File: config.mk
export PLATFORM = sky130hd
export DESIGN_NAME = fifo_serial_reader
export DESIGN_NICKNAME = d
export VERILOG_FILES = /design/src/rtl/fifo_serial_pkg.sv /design/src/rtl/fifo_serial_reader_tx_baud_gen.sv /design/src/rtl/fifo_serial_reader.sv
export SDC_FILE = /design/constraint.sdc
export NUM_CORES = 1
export LEC_CHECK = 0
export CORE_UTILIZATION = 55
export CTS_CLUSTER_DIAMETER = 60
export DETAILED_ROUTE_END_ITERATION = 7
export PLACE_DENSITY_LB_ADDON = 0.1
export SLEW_MARGIN = 20
export SYNTH_ARGS = -nofsm -noshare
export SYNTH_HDL_FRONTEND = slang
export SYNTH_HIERARCHICAL = 1
export SYNTH_SLANG_ARGS = --single-unit
File: constraint.sdc
create_clock -name clk -period 2.7 [get_ports clk]
set_clock_uncertainty 0.1 [all_clocks]
set_input_delay 0.54 -clock clk [delete_from_list [all_inputs] [get_ports clk]]
set_output_delay 0.54 -clock clk [all_outputs]
set_load 0.1 [all_outputs]
File: src/rtl/fifo_serial_pkg.sv
// Shared definitions for the FIFO-to-serial reader.
//   state_t     : FSM state encoding (also exported on the debug port)
//   DEF_*       : default word width and baud divisor
//   frame_bits  : number of serial bit periods in one frame
package fifo_serial_pkg;

    typedef enum logic [2:0] {
        IDLE   = 3'd0,
        POP    = 3'd1,
        FETCH  = 3'd2,
        START  = 3'd3,
        DATA   = 3'd4,
        PARITY = 3'd5,
        STOP   = 3'd6
    } state_t;

    localparam int DEF_DATA_W       = 4;
    localparam int DEF_CLKS_PER_BIT = 16;

    // start bit + data bits + optional parity bit + stop bits
    function automatic int frame_bits(input int data_w, input int parity_en, input int stop_bits);
        return 1 + data_w + parity_en + stop_bits;
    endfunction

endpackage

File: src/rtl/fifo_serial_reader_tx_baud_gen.sv
// Baud-period counter for the serial transmitter.
//   clk, reset : system clock, synchronous active-low reset
//   clear      : hold the counter at 0 (used while no bit is on the line)
//   bit_end    : high in the last clk cycle of each bit period
//   count      : current position inside the bit period, 0..CLKS_PER_BIT-1
module tx_baud_gen
    import fifo_serial_pkg::*;
#(
    parameter int CLKS_PER_BIT = DEF_CLKS_PER_BIT
) (
    input  logic                            clk,
    input  logic                            reset,
    input  logic                            clear,
    output logic                            bit_end,
    output logic [$clog2(CLKS_PER_BIT)-1:0] count
);

    localparam int CNT_W = $clog2(CLKS_PER_BIT);

    always_ff @(posedge clk) begin
        if (!reset || clear) begin
            count <= '0;
        end else if (count == CNT_W'(CLKS_PER_BIT - 1)) begin
            count <= '0;
        end else begin
            count <= count + 1'b1;
        end
    end

    assign bit_end = (count == CNT_W'(CLKS_PER_BIT - 1));

endmodule

File: src/rtl/fifo_serial_reader.sv
// Pop-side consumer of the push/pop FIFO: pops one word at a time and sends
// it as a UART-style frame (start, data LSB first, optional even parity, stop).
//   clk, reset  : system clock, synchronous active-low reset
//   enable      : allows new frames to start
//   fifo_empty  : FIFO empty flag
//   fifo_data   : FIFO registered read data
//   pop         : one-cycle read strobe to the FIFO
//   tx          : serial line, idles high
//   busy        : high from the pop cycle until the last stop bit ends
//   frame_done  : pulse in the last cycle of the last stop bit
//   frames_sent : completed frame count, wraps at 256
//   state_dbg   : current FSM state
//
// FIFO handshake: pop is a single-cycle strobe raised only when fifo_empty was
// low in the deciding cycle (IDLE or the last STOP cycle). The FIFO presents
// the popped word on fifo_data in the following cycle (FETCH), where it is
// captured. fifo_empty is never looked at again until the frame is finishing,
// so a one-cycle lag on the flag is harmless.
module fifo_serial_reader
    import fifo_serial_pkg::*;
#(
    parameter int DATA_W       = DEF_DATA_W,
    parameter int CLKS_PER_BIT = DEF_CLKS_PER_BIT,
    parameter int PARITY_EN    = 1,
    parameter int STOP_BITS    = 1
) (
    input  logic              clk,
    input  logic              reset,
    input  logic              enable,
    input  logic              fifo_empty,
    input  logic [DATA_W-1:0] fifo_data,
    output logic              pop,
    output logic              tx,
    output logic              busy,
    output logic              frame_done,
    output logic [7:0]        frames_sent,
    output logic [2:0]        state_dbg
);

    localparam int CNT_W = $clog2(CLKS_PER_BIT);
    localparam int IDX_W = (DATA_W > 1) ? $clog2(DATA_W) : 1;

    state_t             state, state_n;
    logic [DATA_W-1:0]  shift, shift_n;
    logic               parity, parity_n;
    logic [IDX_W-1:0]   bit_idx, bit_idx_n;
    logic               stop_idx, stop_idx_n;
    logic               tx_n, frame_done_n;
    logic               baud_clear, bit_end;
    logic [CNT_W-1:0]   baud_count;

    // The baud counter only runs while a bit is being driven onto the line.
    assign baud_clear = (state == IDLE) || (state == POP) || (state == FETCH);

    tx_baud_gen #(
        .CLKS_PER_BIT(CLKS_PER_BIT)
    ) u_baud (
        .clk    (clk),
        .reset  (reset),
        .clear  (baud_clear),
        .bit_end(bit_end),
        .count  (baud_count)
    );

    always_comb begin
        state_n    = state;
        shift_n    = shift;
        parity_n   = parity;
        bit_idx_n  = bit_idx;
        stop_idx_n = stop_idx;
        case (state)
            IDLE: begin
                if (enable && !fifo_empty) state_n = POP;
            end
            POP: begin
                state_n = FETCH;
            end
            FETCH: begin
                shift_n    = fifo_data;
                parity_n   = ^fifo_data;
                bit_idx_n  = '0;
                stop_idx_n = 1'b0;
                state_n    = START;
            end
            START: begin
                if (bit_end) state_n = DATA;
            end
            DATA: begin
                if (bit_end) begin
                    shift_n   = shift >> 1;
                    bit_idx_n = bit_idx + 1'b1;
                    if (bit_idx == IDX_W'(DATA_W - 1)) begin
                        state_n = (PARITY_EN != 0) ? PARITY : STOP;
                    end
                end
            end
            PARITY: begin
                if (bit_end) state_n = STOP;
            end
            STOP: begin
                if (bit_end) begin
                    if (stop_idx == 1'(STOP_BITS - 1)) begin
                        state_n = (enable && !fifo_empty) ? POP : IDLE;
                    end else begin
                        stop_idx_n = stop_idx + 1'b1;
                    end
                end
            end
            default: begin
                state_n = IDLE;
            end
        endcase

        // Outputs are computed from next-cycle values and registered, so tx
        // comes straight from a flop and lines up with the state it belongs to.
        case (state_n)
            START:   tx_n = 1'b0;
            DATA:    tx_n = shift_n[0];
            PARITY:  tx_n = parity_n;
            default: tx_n = 1'b1;
        endcase

        // Next cycle is the last cycle of the last stop bit.
        frame_done_n = (state == STOP) && (stop_idx == 1'(STOP_BITS - 1)) &&
                       (baud_count == CNT_W'(CLKS_PER_BIT - 2));
    end

    always_ff @(posedge clk) begin
        if (!reset) begin
            state       <= IDLE;
            shift       <= '0;
            parity      <= 1'b0;
            bit_idx     <= '0;
            stop_idx    <= 1'b0;
            tx          <= 1'b1;
            pop         <= 1'b0;
            busy        <= 1'b0;
            frame_done  <= 1'b0;
            frames_sent <= '0;
        end else begin
            state      <= state_n;
            shift      <= shift_n;
            parity     <= parity_n;
            bit_idx    <= bit_idx_n;
            stop_idx   <= stop_idx_n;
            tx         <= tx_n;
            pop        <= (state_n == POP);
            busy       <= (state_n != IDLE);
            frame_done <= frame_done_n;
            if (frame_done_n) frames_sent <= frames_sent + 8'd1;
        end
    end

    assign state_dbg = state;

endmodule

# Yosys cells after proc, flatten, opt, wreduce, memory -nomap -nowiden
# Index checks and enable logic that the tools add are counted.
# totals
ff_bits,27
latch_bits,0
ram_bits,0
out_inout_bits,15
n_memories,0
in_bits,8
elab_cells,66
rom_bits,0
# op_classes
n_mux,18
mul,0
n_shift,0
eq_ne,15
magnitude_cmp,0
reduce_logical,16
n_addsub,4
n_div,0
bitwise,1
# ops
operator,n
two-way mux 3 bit,7
case mux 3 bit (7 select lines),1
"equality test 3 bit, second input constant",5
"equality test 3 x 2 -> 1 bit, second input constant",3
"adder 8 x 1 -> 8 bit, second input constant",1
"equality test 4 bit, second input constant",2
case mux 4 bit (2 select lines),1
"equality test 3 x 1 -> 1 bit, second input constant",2
"adder 4 x 1 -> 4 bit, second input constant",1
two-way mux 1 bit,4
two-way mux 4 bit,1
"inequality test 2 bit, second input constant",2
case mux 2 bit (2 select lines),1
AND reduction 2 bit,2
nonzero test 2 bit,2
XOR reduction 4 bit,1
logical AND 1 bit,3
logical NOT 3 bit,1
logical OR 1 bit,3
case mux 1 bit (3 select lines),1
nonzero test 3 bit,1
"adder 2 x 1 -> 2 bit, second input constant",1
"equality test 2 bit, second input constant",1
logical NOT 1 bit,2
5 further kinds,5

# Logic depth before layout (Yosys ltp)
# Gate-level depths: netlist of run 1.
# logic_depth
word_depth,8
ltp_mapped,7
mapped_depth_nobuf,6

# By module
# Netlist of run 1, hierarchy kept.
# by_module_without_submodules
module,instances,seq_area_each_um2,cells_each,area_per_inst_um2
fifo_serial_reader,1,440.4,131,1177.4
tx_baud_gen,1,80.1,15,162.7

# Worst setup path after synthesis of run 1
# Ideal clock, no wire load.
# synth_timing
path_kind,register -> register
start,"register state[1], in the netlist state_dbg[1]"
end,register u_baud.count[3]
arrival_time_ns,2.095
stages_incl_launch_ff,6
required_time_ns,2.538
synth_period_minus_slack_ns,2.257
setup_slack_ns,0.443
setup_ns,0.062
path_buffers,2
cell_sequence,dfxtp_1 -> buf_4 -> clkbuf_1 -> a21oi_1 -> or3b_4 -> nor2_2
# synth_via
elab_chain_len,5
word_cells_on_any_way,7
classes_between,eq/ne (2); reduce/logical (5)
# synth_rtl
element,line,text
start: declaration,fifo_serial_reader.sv:43,"state_t state, state_n;"
start signal: assignment,fifo_serial_reader.sv:141,state <= state_n;
equality test 3 x 1 -> 1 bit / logical NOT 3 bit (equally long branches),fifo_serial_reader.sv:53,assign baud_clear = (state == IDLE) || (state == POP) || (state == FETCH);
logical OR 1 bit,fifo_serial_reader.sv:53,
logical OR 1 bit (*),fifo_serial_reader.sv:53,
via baud_clear,fifo_serial_reader.sv:49,"logic baud_clear, bit_end;"
logical OR 1 bit (*),fifo_serial_reader_tx_baud_gen.sv:21,if (!reset || clear) begin
OR reduction 2 bit (no line) (*),-,
end signal: assignment,fifo_serial_reader_tx_baud_gen.sv:26,count <= count + 1'b1;
end: declaration,fifo_serial_reader_tx_baud_gen.sv:15,output logic [$clog2(CLKS_PER_BIT)-1:0] count
# The timed path passes the listed nets; every way through them passes the cells marked *.
# A chain may end at the register's enable or synchronous reset.

# Final worst setup path of run 1
# layout_timing
start,"register state[1], in the netlist state_dbg[1]"
end,output port state_dbg[1]
# layout_rtl
element,line,text
end: declaration,fifo_serial_reader.sv:37,output logic [2:0] state_dbg
# No word-level cell between the ends.

==> results of run 1 <==
==> metrics by stage <==
stage	instances	setup WS [ns]
after floorplan	146	0.4427
after global placement	191	0.7354
after detailed placement	191	0.6875
after CTS	195	0.6116
after global routing	195	0.4951
final	195	0.5971
==> cell usage after synthesis (all sizes together), types with 4 or more instances <==
master,number,area (µm²)
a21oi,6,30.03
a21boi,7,52.55
and3,5,36.28
nor2,7,28.78
a22oi,4,30.03
nor2b,5,31.28
xor2,8,70.07
dfxtp,26,520.5
clkbuf,5,18.77
buf,4,27.52
o21ai,7,35.03
nand2,13,48.80
and2,8,50.05
==> layout make-up <==
type	count	area [µm²]
clock buffer	3	22.52
timing repair buffer	26	212.7
sequential	26	520.5
multi-input combinational	108	762.0
tap	28	35.03
fill	197	660.6
clock inverter	1	30.03
inverter	3	11.26
==> placed cells by master, fill, tap and decap left out, drive strengths merged, types with 4 or more instances in the layout <==
master / n
dfxtp: 26
buf: 19
nand2: 13
xor2: 8
and2: 8
o21ai: 7
a21boi: 7
clkdlybuf4s50: 7
nor2: 7
a21oi: 6
nor2b: 5
and3: 5
a22oi: 4
==> worst paths after layout <==
check	start	to	cells after the start
max	state_dbg[1]	state_dbg[1]	1
max reg2reg	state_dbg[1]	frames_sent[6]	4
min	u_baud/count[0]	u_baud/count[0]	1
min reg2reg	u_baud/count[0]	u_baud/count[0]	1
==> power by group <==
group	switching, mW	total (mW)	internal (mW)
combinational	0.100	0.156	0.0561
clock	0.117	0.267	0.150
sequential	0.0223	0.420	0.398
==> flip-flops by register name, indices dropped and copies added, names as in the netlist <==
| register | flops |
|---|---|
| frames_sent | 8 |
| shift | 4 |
| u_baud/count | 4 |
| state_dbg | 3 |
| bit_idx | 2 |
| busy | 1 |
| frame_done | 1 |
| parity | 1 |
| pop | 1 |
| tx | 1 |
==> per-layer routing <==
layer / wire length, µm / share of wire (%) / global-route usage, %
met1: 1232 / 47 / 28.60
met2: 1283 / 48 / 39.83
met3: 99 / 3.7 / 4.167
met4: 31 / 1.2 / 11.71
met5: 0 / 0 / 0
==> cells by family after synthesis <==
| family | share of synthesized area [%] |
|---|---|
| and+or+nand+nor | 28.39 |
| AOI/OAI and AO/OA | 16.90 |
| DFF | 38.84 |
| buffers and inverters | 4.295 |
| xor gates and xnor gates | 6.536 |
| muxes | 2.241 |
| adders and majority gates | 2.801 |
==> metrics.cfg, run 1 <==
[global_route]
overflow=0
grt_max_degree=22
antenna_found_initial=0
grt_pass1_wl_um=4671
grt_pass1_vias=1054
grtUsageTotal_pct=23.65

[yosys]
syn_nets=157
synthArstFlopShare_pct=0
synth_edf_count=0
yosysSeqAreaShare_pct=38.84
synth_area_per_cell_um2=9.178
synth_cell_types=46
synth_warnings=6
syn-cell-area_um2=1340
synthCells=146
ys.flop_type=dfxtp_1
ys_seq_elements=26

[critical_path]
critical_path_arrival_ns=1.46
reg2reg_slack_ns=0.70
slowest_stage=dfxtp_1
crit_chain=buf_4
crit_family=flip-flops
start_kind=register
critPathRequiredTime_ns=2.06
cp_slowest_stage_delay_ns=0.74
end_kind=output port
cp_max_fo=21
critical_path_class=reg2out
crit_buf_inv=1

[place]
port_buffers=22
gp_congestion=0.7699
place_hpwl_um=1911
place_area_um2=1541

[detailed_routing]
wl_per_cell_um=13.57
first_pass_iters=4
via_per_inst=5.790
dr.first_iter.drc_count=3
drt-total-wl_um=2647
vias=1129
drtAntennaViolNets=0
drc=0

[sta]
slew_violations=0
holdWs_ns=0.3913
setup_viol=0
period_needed_ns=2.103
timing.slew.headroom_pct=59.17
rsz0062_at_grt=no
fin_tns_setup_ns=0
period_share_pct=77.89
worstMarginPinSlew_ns=0.6116
fmax_ghz=0.4755
final_hold_viol_count=0

[layout]
antenna_cells=0
final_area_um2=1594
post-route-util_pct=70.70
syn_to_final_growth_pct=18.95
drive_above_1_share_pct=18.56
final_nets=179

[worst_hold_path]
hold_class=reg2reg

[job]
cap_violations=0

[clock_tree]
cts_root_buffer=clkbuf_4
cts_sinks=26
cts_resized=0
cts_tree=yes
cts.htree.levels=1
cts_setup_buffers=0
clk_latency_ns=0.32
numCtsBuffers=3
clkTransAtPathRegs_ns=0.14
cts_hold_buf=0
cts_max_path_buffers=2

[floorplan]
dieArea_um2=2638
core_area_um2=2255
fp.dieW_um=51.36
die_h_um=51.36
start_util_pct=59.43
fp-row-count=17
io-pin-count=23

[power]
power_mw=0.8437
power.density_nw_per_um2=529.3
power_leakage_nw=0.6365
ir_worst_vdd_mv=0.4246

[run_status]
status=finished clean

Power figures use the tool's default switching activity.
==> run 2: changes to the inputs <==
Settings changed: CORE_UTILIZATION 55 to 46.
Clock period 2.7 ns to 1.69 ns, I/O delays scaled along.
==> run 2 against run 1 <==
Against the previous run: clock power grew 19%; total power rose by 56%; clock-buffer cell count grew 1; sequential share of layout area decreased by 4.9 points; non-clock buffer count grew 13; global-route usage fell by 3.1 points; largest power group unchanged.
==> metrics.cfg, run 2 (synthesis gave the netlist of run 1 again) <==
[power]
intPower_mw=0.9120
combPwrFrac_pct=24.7
power_leakage_nw=0.7753
ir_worst_vdd_mv=0.5613
seqPwrFrac_pct=51.2
p_clk_share_pct=24.1
p_switching_mw=0.4028
power_switching_share_pct=30.64
power_mw=1.315
power.density_nw_per_um2=666.3

[layout]
largest_register=frames_sent
syn_to_final_growth_pct=47.25
antenna_cells=0
post-route-util_pct=71.55
seq_area_um2=548.0
layout_commonest_cell=buf_4
mostFrequentLayoutCells=16 x buf_4, 15 x buf_12, 14 x dfxtp_1
fill_cells=207
drive_above_1_share_pct=36.11
final_nets=192
multi_input_area_um2=837.1
largestRegisters=frames_sent (8), shift (4), u_baud/count (4)
stdcell_count=211
final_area_um2=1973
largest_reg_flops=8

[sta]
timing.slew.headroom_pct=78.59
slew_violations=0
holdWs_ns=0.3927
fin_tns_setup_ns=0
rsz0062_at_grt=yes
setup_ws_ns=0.02149
period_needed_ns=1.669
fmax_ghz=0.5993
final_hold_viol_count=0
worstMarginPinSlew_ns=0.3202
period_share_pct=98.73
setup_viol=0

[detailed_routing]
drtAntennaViolNets=0
first_pass_iters=4
dr.first_iter.drc_count=35
wl_per_cell_um=14.13
vias=1173
via_per_inst=5.559
drc=0
drt-total-wl_um=2981

[place]
gp_congestion=0.8252
place_ws_ns=-0.06597
place_area_um2=1862
port_buffers=22
place_inst=207
place_hpwl_um=2173

[floorplan]
dieArea_um2=3133
fp-row-count=19
die_h_um=55.98
fp.dieW_um=55.98
core_area_um2=2758
start_util_pct=48.59
io-pin-count=23

[global_route]
grt_pass1_wl_um=5140
grt_max_degree=20
grtUsageTotal_pct=20.60
overflow=0
grt_pass1_vias=1135
antenna_found_initial=0

[critical_path]
critical_path_class=reg2reg
cp_max_fo=8
critical_path_arrival_ns=1.77
critPathRequiredTime_ns=1.79
end_kind=register
start_kind=register

[clock_tree]
cts_setup_buffers=0
clkTransAtPathRegs_ns=0.14
clk_latency_ns=0.32
cts_root_buffer=clkbuf_4
cts_hold_buf=0
cts.htree.levels=1
numCtsBuffers=3
cts_max_path_buffers=2
cts_tree=yes
cts_sinks=26

[worst_hold_path]
hold_class=reg2reg

[run_status]
status=finished clean

[job]
cap_violations=0

[run 2: repair_timing]
item | 4_1_cts | 5_1_grt
gates resized for setup | 7 | 9
pin swaps | 1 | 2
endpoints found under the setup margin | 6 | 8
[run 2: metal layers]
layer / vias to the layer above / share of wire, % / global-route usage, %
met2: 29 / 52 / 36.22
met3: 4 / 3.7 / 2.326
met4: 0 / 0.91 / 6.272
met5: - / 0 / 0
li1: 587 / - / -
met1: 553 / 44 / 26.40
[run 2: final cells by class]
| type | instances | area share (%) |
|---|---|---|
| multi-input cells | 108 | 42.42 |
| clock buffers | 4 | 1.839 |
| flip-flops and latches | 26 | 27.77 |
| well taps | 31 | 1.966 |
| repair buffers | 39 | 25.43 |
| inverters | 3 | 0.5707 |
[run 2: path summary, 6_finish.rpt]
path	start	end	slack (ns)	cells past startpoint
max	u_baud/count[0]	tx	0.02	7
max reg2reg	u_baud/count[0]	tx	0.02	7
min reg2reg	shift[1]	shift[1]	0.39	2
min	shift[1]	shift[1]	0.39	2
[run 2: power by group through the flow]
| stage | logic (mW) | clock network, mW | registers [mW] |
|---|---|---|---|
| 2_1_floorplan | 0.123 | 0 | 0.752 |
| 5_1_grt | 0.341 | 0.346 | 0.679 |
| 4_1_cts | 0.316 | 0.322 | 0.673 |
| 3_5_place_dp | 0.310 | 0 | 0.684 |
| 3_3_place_gp | 0.305 | 0 | 0.683 |
| 6_report | 0.324 | 0.317 | 0.674 |
[run 2: critical path: stages, from the launching register on]
cell      delay [ns]
dfxtp_2         0.35
ha_2            0.19
and3_4          0.18
buf_6           0.14
nor4bb_4        0.30
a211oi_4        0.07
a21oi_1         0.16
a41oi_1         0.06
==> run 3: changes to the inputs <==
Settings changed: SYNTH_HIERARCHICAL 1 to default.
==> run 3 against run 2 <==
Against the previous run: synthesized cell count shrank 6.8%; first-iteration DRC count down 29%; global-route usage decreased by 2.5 points; sequential power about the same; wire length down 19%; die area down 4.4%; utilization grew 0.87 points; final cell count decreased by 5.7%; design area down 6.6%; fmax up 2.7%.
==> metrics.cfg, run 3 <==
[run_status]
status=finished clean

[yosys]
synth_area_per_cell_um2=9.402
synth_commonest_cells=26 x dfxtp_1, 11 x nand2_1, 9 x and2_1, 9 x xnor2_1
synth_warnings=0
syn-cell-area_um2=1279
synthArstFlopShare_pct=0
ys_seq_elements=26
ys.flop_type=dfxtp_1
synth_edf_count=0
yosysSeqAreaShare_pct=40.70
synth_top_cell_by_area=dfxtp_1
synthTopCellsByArea=dfxtp_1 41%, xnor2_1 6.2%, and2_1 4.4%, ha_1 3.9%, nand2_1 3.2%
synth_top_area_share_pct=40.70
syn_nets=148
yosysMostFrequentCell=dfxtp_1
synth_cell_types=41
synthCells=136

[power]
intPower_mw=0.9592
power_switching_share_pct=29.54
power_leakage_nw=0.7394
p_switching_mw=0.4021
ir_worst_vdd_mv=0.5428
p_clk_share_pct=27.1
power.density_nw_per_um2=738.6
seqPwrFrac_pct=49.5
combPwrFrac_pct=23.4

[global_route]
grtUsageTotal_pct=18.06
grt_max_degree=16
grt_pass1_wl_um=3870
grt_pass1_vias=933
antenna_found_initial=0
overflow=0

[sta]
period_share_pct=96.11
slew_violations=0
timing.slew.headroom_pct=79.58
holdWs_ns=0.3733
worstMarginPinSlew_ns=0.3060
period_needed_ns=1.624
fin_tns_setup_ns=0
rsz0062_at_grt=yes
setup_viol=0
final_hold_viol_count=0
fmax_ghz=0.6156

[place]
gp_congestion=0.8164
place_hpwl_um=1799
port_buffers=22

[critical_path]
critPathRequiredTime_ns=1.85
critical_path_class=reg2reg
start_kind=register
critical_path_arrival_ns=1.79
rr_startpoint=u_baud.count[0]
end_kind=register
ff2ff_path_depth=6
reg2reg_slack_ns=0.07
cp_max_fo=6
crit-reg2reg-capture=bit_idx[1]

[detailed_routing]
first_pass_iters=4
via_per_inst=5.377
wl_per_cell_um=12.11
drt-total-wl_um=2410
drc=0
vias=1070
drtAntennaViolNets=0
dr.first_iter.drc_count=25

[floorplan]
fp-row-count=18
die_h_um=54.73
io-pin-count=23
dieArea_um2=2995
fp.dieW_um=54.73
core_area_um2=2545
start_util_pct=50.25

[worst_hold_path]
min_from=bit_idx[0]
min_to=bit_idx[0]
whs_path_depth=1
hold_class=reg2reg

[clock_tree]
clkTransAtPathRegs_ns=0.15
cts_root_buffer=clkbuf_4
cts.htree.levels=1
numCtsBuffers=3
cts_sinks=26
cts_setup_buffers=0
clk_latency_ns=0.32
cts_max_path_buffers=2
cts_tree=yes

[layout]
drive_above_1_share_pct=33.73
antenna_cells=0
layout_commonest_cell=buf_12
mostFrequentLayoutCells=15 x buf_12, 14 x dfxtp_1, 14 x buf_4
largestRegisters=frames_sent (8), shift (4), u_baud.count (4)
syn_to_final_growth_pct=44.13
largest_register=frames_sent
final_nets=182
largest_reg_flops=8

[job]
cap_violations=0

## run 3: cell count changes in the layout (fill, tap and decap cells not counted), sizes merged, moves of 3 or more
cell	before	now
xor2	8	3
nand4	1	6
buf	32	29
and2	8	12
a21oi	6	3
a21boi	7	4
xnor2	2	9
## run 3: logic make-up (layout without fill, tap and decap cells)
group | Yosys count | after routing | synth area share (%)
buffers and inverters | 10 | 43 | 4.305
xor gates and xnor gates | 12 | 12 | 8.220
muxes | 1 | 1 | 0.7828
AOI/OAI and AO/OA | 23 | 23 | 14.19
DFF | 26 | 26 | 40.70
adders and majority gates | 4 | 4 | 3.914
and+or+nand+nor | 60 | 60 | 27.89
## run 3: timing repair
| item | in CTS | in global routing |
|---|---|---|
| cloned | 0 | 0 |
| setup endpoints to repair | 5 | 7 |
| resized for setup | 4 | 6 |
| pin swaps | 0 | 2 |
| hold buffers | 0 | 0 |
## run 3: final cells by class
cell class	instances	area, µm²
Clock buffer	4	47.55
Fill cell	193	701.9
Inverter	3	11.26
Multi-Input combinational cell	100	728.2
Sequential cell	26	543.0
Tap cell	30	37.54
Timing Repair Buffer	36	475.5
## run 3: worst max-delay path by stage
stage               cells after the start       startpoint  slack [ns]    endpoint
floorplan                               6     state_dbg[1]       -0.12          tx
global placement                        5       fifo_empty       -0.03          tx
detailed placement                      5       fifo_empty       -0.06          tx
CTS                                     7  u_baud.count[1]      0.0003         pop
global route                            5     state_dbg[1]       -0.02          tx
finish                                  6  u_baud.count[0]        0.07  bit_idx[1]
## run 3: metrics by stage
step | util, % | area, µm² | worst slack [ns] | cells | total power [mW]
2_1_floorplan | - | 1299 | -0.1217 | 136 | 0.8863
3_3_place_gp | 69.47 | 1768 | -0.02731 | 195 | 0.9987
3_5_place_dp | 69.47 | 1768 | -0.06274 | 195 | 1.002
4_1_cts | 71.63 | 1823 | 0.0002649 | 199 | 1.376
5_1_grt | 72.42 | 1843 | -0.02377 | 199 | 1.421
6_report | 72.42 | 1843 | 0.06569 | 199 | 1.361
## run 3: critical path: stages, from the launching register on
cell and delay, ns:
dfxtp_2 0.36, ha_4 0.16, nand4_1 0.11, nor3_1 0.08, buf_4 0.17, or3b_2 0.44, a21boi_1 0.14
## run 3: power groups by stage
stage / Clock, mW / Combinational (mW) / Sequential, mW
2_1_floorplan: 0 / 0.119 / 0.768
3_3_place_gp: 0 / 0.313 / 0.686
3_5_place_dp: 0 / 0.317 / 0.685
4_1_cts: 0.383 / 0.320 / 0.673
5_1_grt: 0.406 / 0.338 / 0.677
6_report: 0.368 / 0.319 / 0.674
## run 3: layer usage
| metal | routed length (µm) | GRT usage (%) | vias to the layer above |
|---|---|---|---|
| met3 | 75 | 3.611 | 4 |
| li1 | - | - | 545 |
| met5 | 0 | 0 | - |
| met1 | 1153 | 23.04 | 495 |
| met2 | 1145 | 29.92 | 26 |
| met4 | 34 | 5.983 | 0 |
